**config.mk**
```make
export PLATFORM = sky130hd
export DESIGN_NAME = fpmult32_top
export DESIGN_NICKNAME = d
export VERILOG_FILES = /design/src/rtl/fpmult32_top.sv
export SDC_FILE = /design/constraint.sdc
export NUM_CORES = 2
export LEC_CHECK = 0
export ABC_AREA = 1
export CAP_MARGIN = 15
export CORE_ASPECT_RATIO = 1.1
export CORE_MARGIN = 2
export CORE_UTILIZATION = 45
export CTS_CLUSTER_DIAMETER = 60
export DETAILED_ROUTE_END_ITERATION = 16
export PLACE_DENSITY_LB_ADDON = 0.3
export SETUP_SLACK_MARGIN = 0.1
export SYNTH_ARGS = -nofsm -noshare
export SYNTH_HDL_FRONTEND = slang
export SYNTH_SLANG_ARGS = --single-unit
```
**constraint.sdc**
```tcl
create_clock -name clk -period 1.35 [get_ports clk]
set_input_delay 0.405 -clock clk [delete_from_list [all_inputs] [get_ports clk]]
set_output_delay 0.405 -clock clk [all_outputs]
set_load 0.05 [all_outputs]
```
**src/rtl/fpmult32_top.sv**
```systemverilog
// fpmult32_top: IEEE-754 binary32 multiplier, RNE rounding, flush-to-zero, one registered output stage.
// Define BFLOAT16_EN to multiply bfloat16 operands held in bits [31:16] instead.
module fpmult32_top #(
    parameter int BIT_WIDTH  = 32,
    parameter int EXP_WIDTH  = 8,
    parameter int MANT_WIDTH = 23,
    parameter int BIAS       = 127
) (
    input  logic                 clk,
    input  logic                 rst,
    input  logic [BIT_WIDTH-1:0] a_operand,
    input  logic [BIT_WIDTH-1:0] b_operand,
    output logic [BIT_WIDTH-1:0] result,
    output logic                 exception,
    output logic                 overflow,
    output logic                 underflow
);
`ifdef BFLOAT16_EN
    localparam int MW = 7;
`else
    localparam int MW = MANT_WIDTH;
`endif
    localparam int EW = EXP_WIDTH;
    localparam int MT = MANT_WIDTH;
    localparam logic [EW-1:0] EMAX = '1;

    logic                 sign;
    logic [EW-1:0]        ea, eb;
    logic [MW-1:0]        ma, mb, mant;
    logic [2*MW+1:0]      prod;
    logic                 norm, guard, sticky, rnd;
    logic [MW:0]          mant_r;
    logic [9:0]           e_res;
    logic                 a_nan, b_nan, a_zero, b_zero;
    logic [BIT_WIDTH-1:0] res_d;
    logic                 exc_d, ovf_d, unf_d;

    assign sign   = a_operand[BIT_WIDTH-1] ^ b_operand[BIT_WIDTH-1];
    assign ea     = a_operand[MT +: EW];
    assign eb     = b_operand[MT +: EW];
    assign ma     = a_operand[MT-1 -: MW];
    assign mb     = b_operand[MT-1 -: MW];
    assign a_zero = ea == '0;
    assign b_zero = eb == '0;
    assign a_nan  = ea == EMAX && ma != '0;
    assign b_nan  = eb == EMAX && mb != '0;

    assign prod   = {{(MW+1){1'b0}}, 1'b1, ma} * {{(MW+1){1'b0}}, 1'b1, mb};
    assign norm   = prod[2*MW+1];
    assign mant   = norm ? prod[2*MW -: MW] : prod[2*MW-1 -: MW];
    assign guard  = norm ? prod[MW] : prod[MW-1];
    assign sticky = norm ? |prod[MW-1:0] : |prod[MW-2:0];
    assign rnd    = guard & (sticky | mant[0]);
    // a rounding carry leaves the mantissa field all zero, so only the exponent needs bumping
    assign mant_r = {1'b0, mant} + {{MW{1'b0}}, rnd};
    assign e_res  = 10'(ea) + 10'(eb) - 10'(BIAS) + 10'(norm) + 10'(mant_r[MW]);

    always_comb begin
        res_d = '0;
        exc_d = 1'b0;
        ovf_d = 1'b0;
        unf_d = 1'b0;
        res_d[BIT_WIDTH-1] = sign;
        if (ea == EMAX || eb == EMAX) begin
            exc_d = 1'b1;
            res_d[MT +: EW] = EMAX;
            if (a_nan || b_nan || a_zero || b_zero)
                res_d = 32'h7FC0_0000;
        end else if (!a_zero && !b_zero) begin
            if (!e_res[9] && e_res >= 10'(EMAX)) begin
                ovf_d = 1'b1;
                res_d[MT +: EW] = EMAX;
            end else if (e_res[9] || e_res == '0) begin
                unf_d = 1'b1;
            end else begin
                res_d[MT +: EW]   = e_res[EW-1:0];
                res_d[MT-1 -: MW] = mant_r[MW-1:0];
            end
        end
    end

    always_ff @(posedge clk or posedge rst)
        if (rst)
            {result, exception, overflow, underflow} <= '0;
        else
            {result, exception, overflow, underflow} <= {res_d, exc_d, ovf_d, unf_d};
endmodule

```
==> metrics.md <==
| Metric | Value |
|---|---|
| Status | complete, but fails checks |
| Failing checks | negative setup slack |
| Inserted Clock Buffers | 5 |
| GPL Wtd Cong | 0.906 |
| Final WS setup | -7.64 ns |
| Pin count of the biggest net entering global routing | 36 |
| Via count | 22800 |
| DR iter-0 viols | 1552 |
| Post-synth cell types | 45 |
| Met3 WL | between 4 and 5 mm |
| Cell row count | 88 |
| CP Capture Type | flip-flop |
| Syn Nets | roughly 4100 |
| Initial core utilization | a little under half |
| Routed Antenna Nets | 0 |
| Synth Flop Type | dfrtp_1 |
| Cells after synthesis | 3367 |
| Die area | roughly 0.055 mm2 |
| CP bufs+invs | 10 |
| CTS Buffer Depth | 2 |
| Root Buffer | clkbuf_16 |
| P&R area growth vs syn | 37.8% |
| Post-Syn Area | 0.0238 mm2 |
| Register area | between 800 and 900 um2 |
| CTS tree | built |
| Commonest non-fill, non-tap cells in the layout | inv_1 (1033), nand2_1 (933), buf_4 (486) |
| Number of synthesized flops with an enable pin | 0 |
| Largest fanout on the critical path | 8 |
| #FFs+latches synth | 35 |
| Fraction of layout cells with a size suffix above 1 | about a quarter |
| Sequential area share after synthesis | under 10% |
| Final worst path period share | 666% |
| H-tree depth | 2 |
| Yosys warns | 0 |
| Commonest non-fill, non-tap cell in the layout | inv_1 |
| Setup-failing EPs final | 34 |
| Crit-path leading delay family | adder cells |
| WL final | roughly 78 mm |
| Setup tns final | -249.30 ns |
| Critical path type | in2reg |
| Tot GR Track Use | 29.1% |
| CP required | roughly 1.5 ns |
| Final Hold Vio Count | 0 |
| HP Class | in2async |
| FMAX | 111 MHz |
| Clock Sinks | 35 |
| DRC | 0 |
| Port Buffers | 100 |
| HPWL Detailed | about 56 mm |
| Drt first pass iters | 5 |
| Nets | ~4700 |
| Crit-path max cell delay | approximately 0.62 ns |
| Most used cell, CP | fa_1 |
| Via/cell ratio | approximately 4.9 |
| Minimum clock period | approximately 9 ns |
| Area occupied by multi-input gates | slightly below 0.02 mm2 |
| IO Count | approximately 100 |
| Met2 WL | a little under 40 mm |
| WL/cell | about 17 um |
| Crit path DAT | slightly above 9 ns |
| Share of synthesized flip-flops with an asynchronous set or reset | 100% |
| Core area | ~0.052 mm2 |
| Fill cell count | roughly 4300 |
| Total grt overflow | 0 |
| Max-cap violation count | 0 |
| Slew margin rel. | between 60% and 70% |
| First-pass GRT wire length | between 100 and 150 mm |
| WL met1 | just under 30 mm |
| Fin. max-slew vios | 0 |
| Hold buffers post-CTS | 0 |
| Avg Synthesized Cell Area | a little over 7 um2 |
| RSZ-0062 raised after global routing | yes |
| Die X | approximately 220 um |
| Number of global-route vias before repair | between 20000 and 25000 |
| Critical path startpoint category | input pin |
| Clock-pin transition on the worst setup and hold timing paths | roughly 0.06 ns |
| Top sig layer | met4 |
| Initial antenna violation count | 1 |
| Die height | 245 um |
| Worst Max-Slew Pin Slew | around 0.49 ns |
| Crit-path slowest cell | fa_1 |
[routing by layer]
layer / GRT usage (%) / up-vias
li1: - / 10600
met1: 34.3 / 11000
met2: 51.7 / 848
met3: 3.36 / 321
met4: 16.5 / 0
met5: 0 / -
[state kept, by name (all words and copies together), names as in the netlist]
register,count
result,32
exception,1
overflow,1
underflow,1
[cell families after synthesis]
kind of cell             after synthesis  share of synthesized area, %
buffers and inverters               1187                          18.9
AO/OA/AOI/OAI                        100                          2.39
flip-flops                            35                          3.68
AND/OR/NAND/NOR                     1339                          23.1
adder cells (fa/ha/maj)              672                          50.6
XOR/XNOR                              34                          1.25
[cells in the mapped netlist, types with 7 or more instances]
master	number	area (um2)
a21oi_1	58	290
clkbuf_1	106	398
dfrtp_1	35	876
fa_1	484	9690
ha_1	188	2350
inv_1	1066	4000
inv_2	7	26.3
nand2_1	1009	3790
nand2_2	30	188
nand3_1	82	410
nand4_1	19	119
nor2_1	120	450
nor2_2	19	119
nor3_1	18	90.1
nor4_1	17	106
o21ai_0	12	60.1
o21bai_1	7	52.6
xnor2_1	14	123
xor2_1	20	175
[through the flow]
| step | instance area [um2] | std cells | hold slack (ns) | util, % | setup WS [ns] |
|---|---|---|---|---|---|
| global placement | 29700 | 4471 | 0.769 | 56.8 | -7.95 |
| detailed placement | 29700 | 4471 | 0.776 | 56.8 | -8.07 |
| CTS | 32100 | 4617 | 0.469 | 61.5 | -7.34 |
| floorplan | 24300 | 3367 | 0.559 | - | -7.04 |
| finish | 32800 | 4632 | 0.463 | 62.7 | -7.64 |
| global route | 32800 | 4631 | 0.547 | 62.7 | -8.02 |
[layout make-up]
class / instances / share of cell area (%)
Multi-Input combinational cell: 2147 / 59.9
Clock inverter: 3 / 0.0611
Tap cell: 675 / 2.58
Inverter: 1074 / 12.3
Antenna cell: 1 / 0.00763
Timing Repair Buffer: 692 / 22.1
Clock buffer: 5 / 0.382
Sequential cell: 35 / 2.68
[path summary, 6_finish.rpt]
kind / from / endpoint / cells past startpoint
min in group clk: a_operand[31] / result[31] / 3
max: a_operand[16] / result[16] / 48
min: rst / underflow / 3
max in group asynchronous: rst / result[16] / 3
[repair_timing]
action,4_1_cts,5_1_grt
gates cloned,30,3
endpoints found under the setup margin,56,67
gates resized for setup,375,183
setup buffers,109,12
pin swaps,126,96
Power is not shown: default switching activity piles up to over one toggle a cycle in this logic, so the estimate is an artifact.
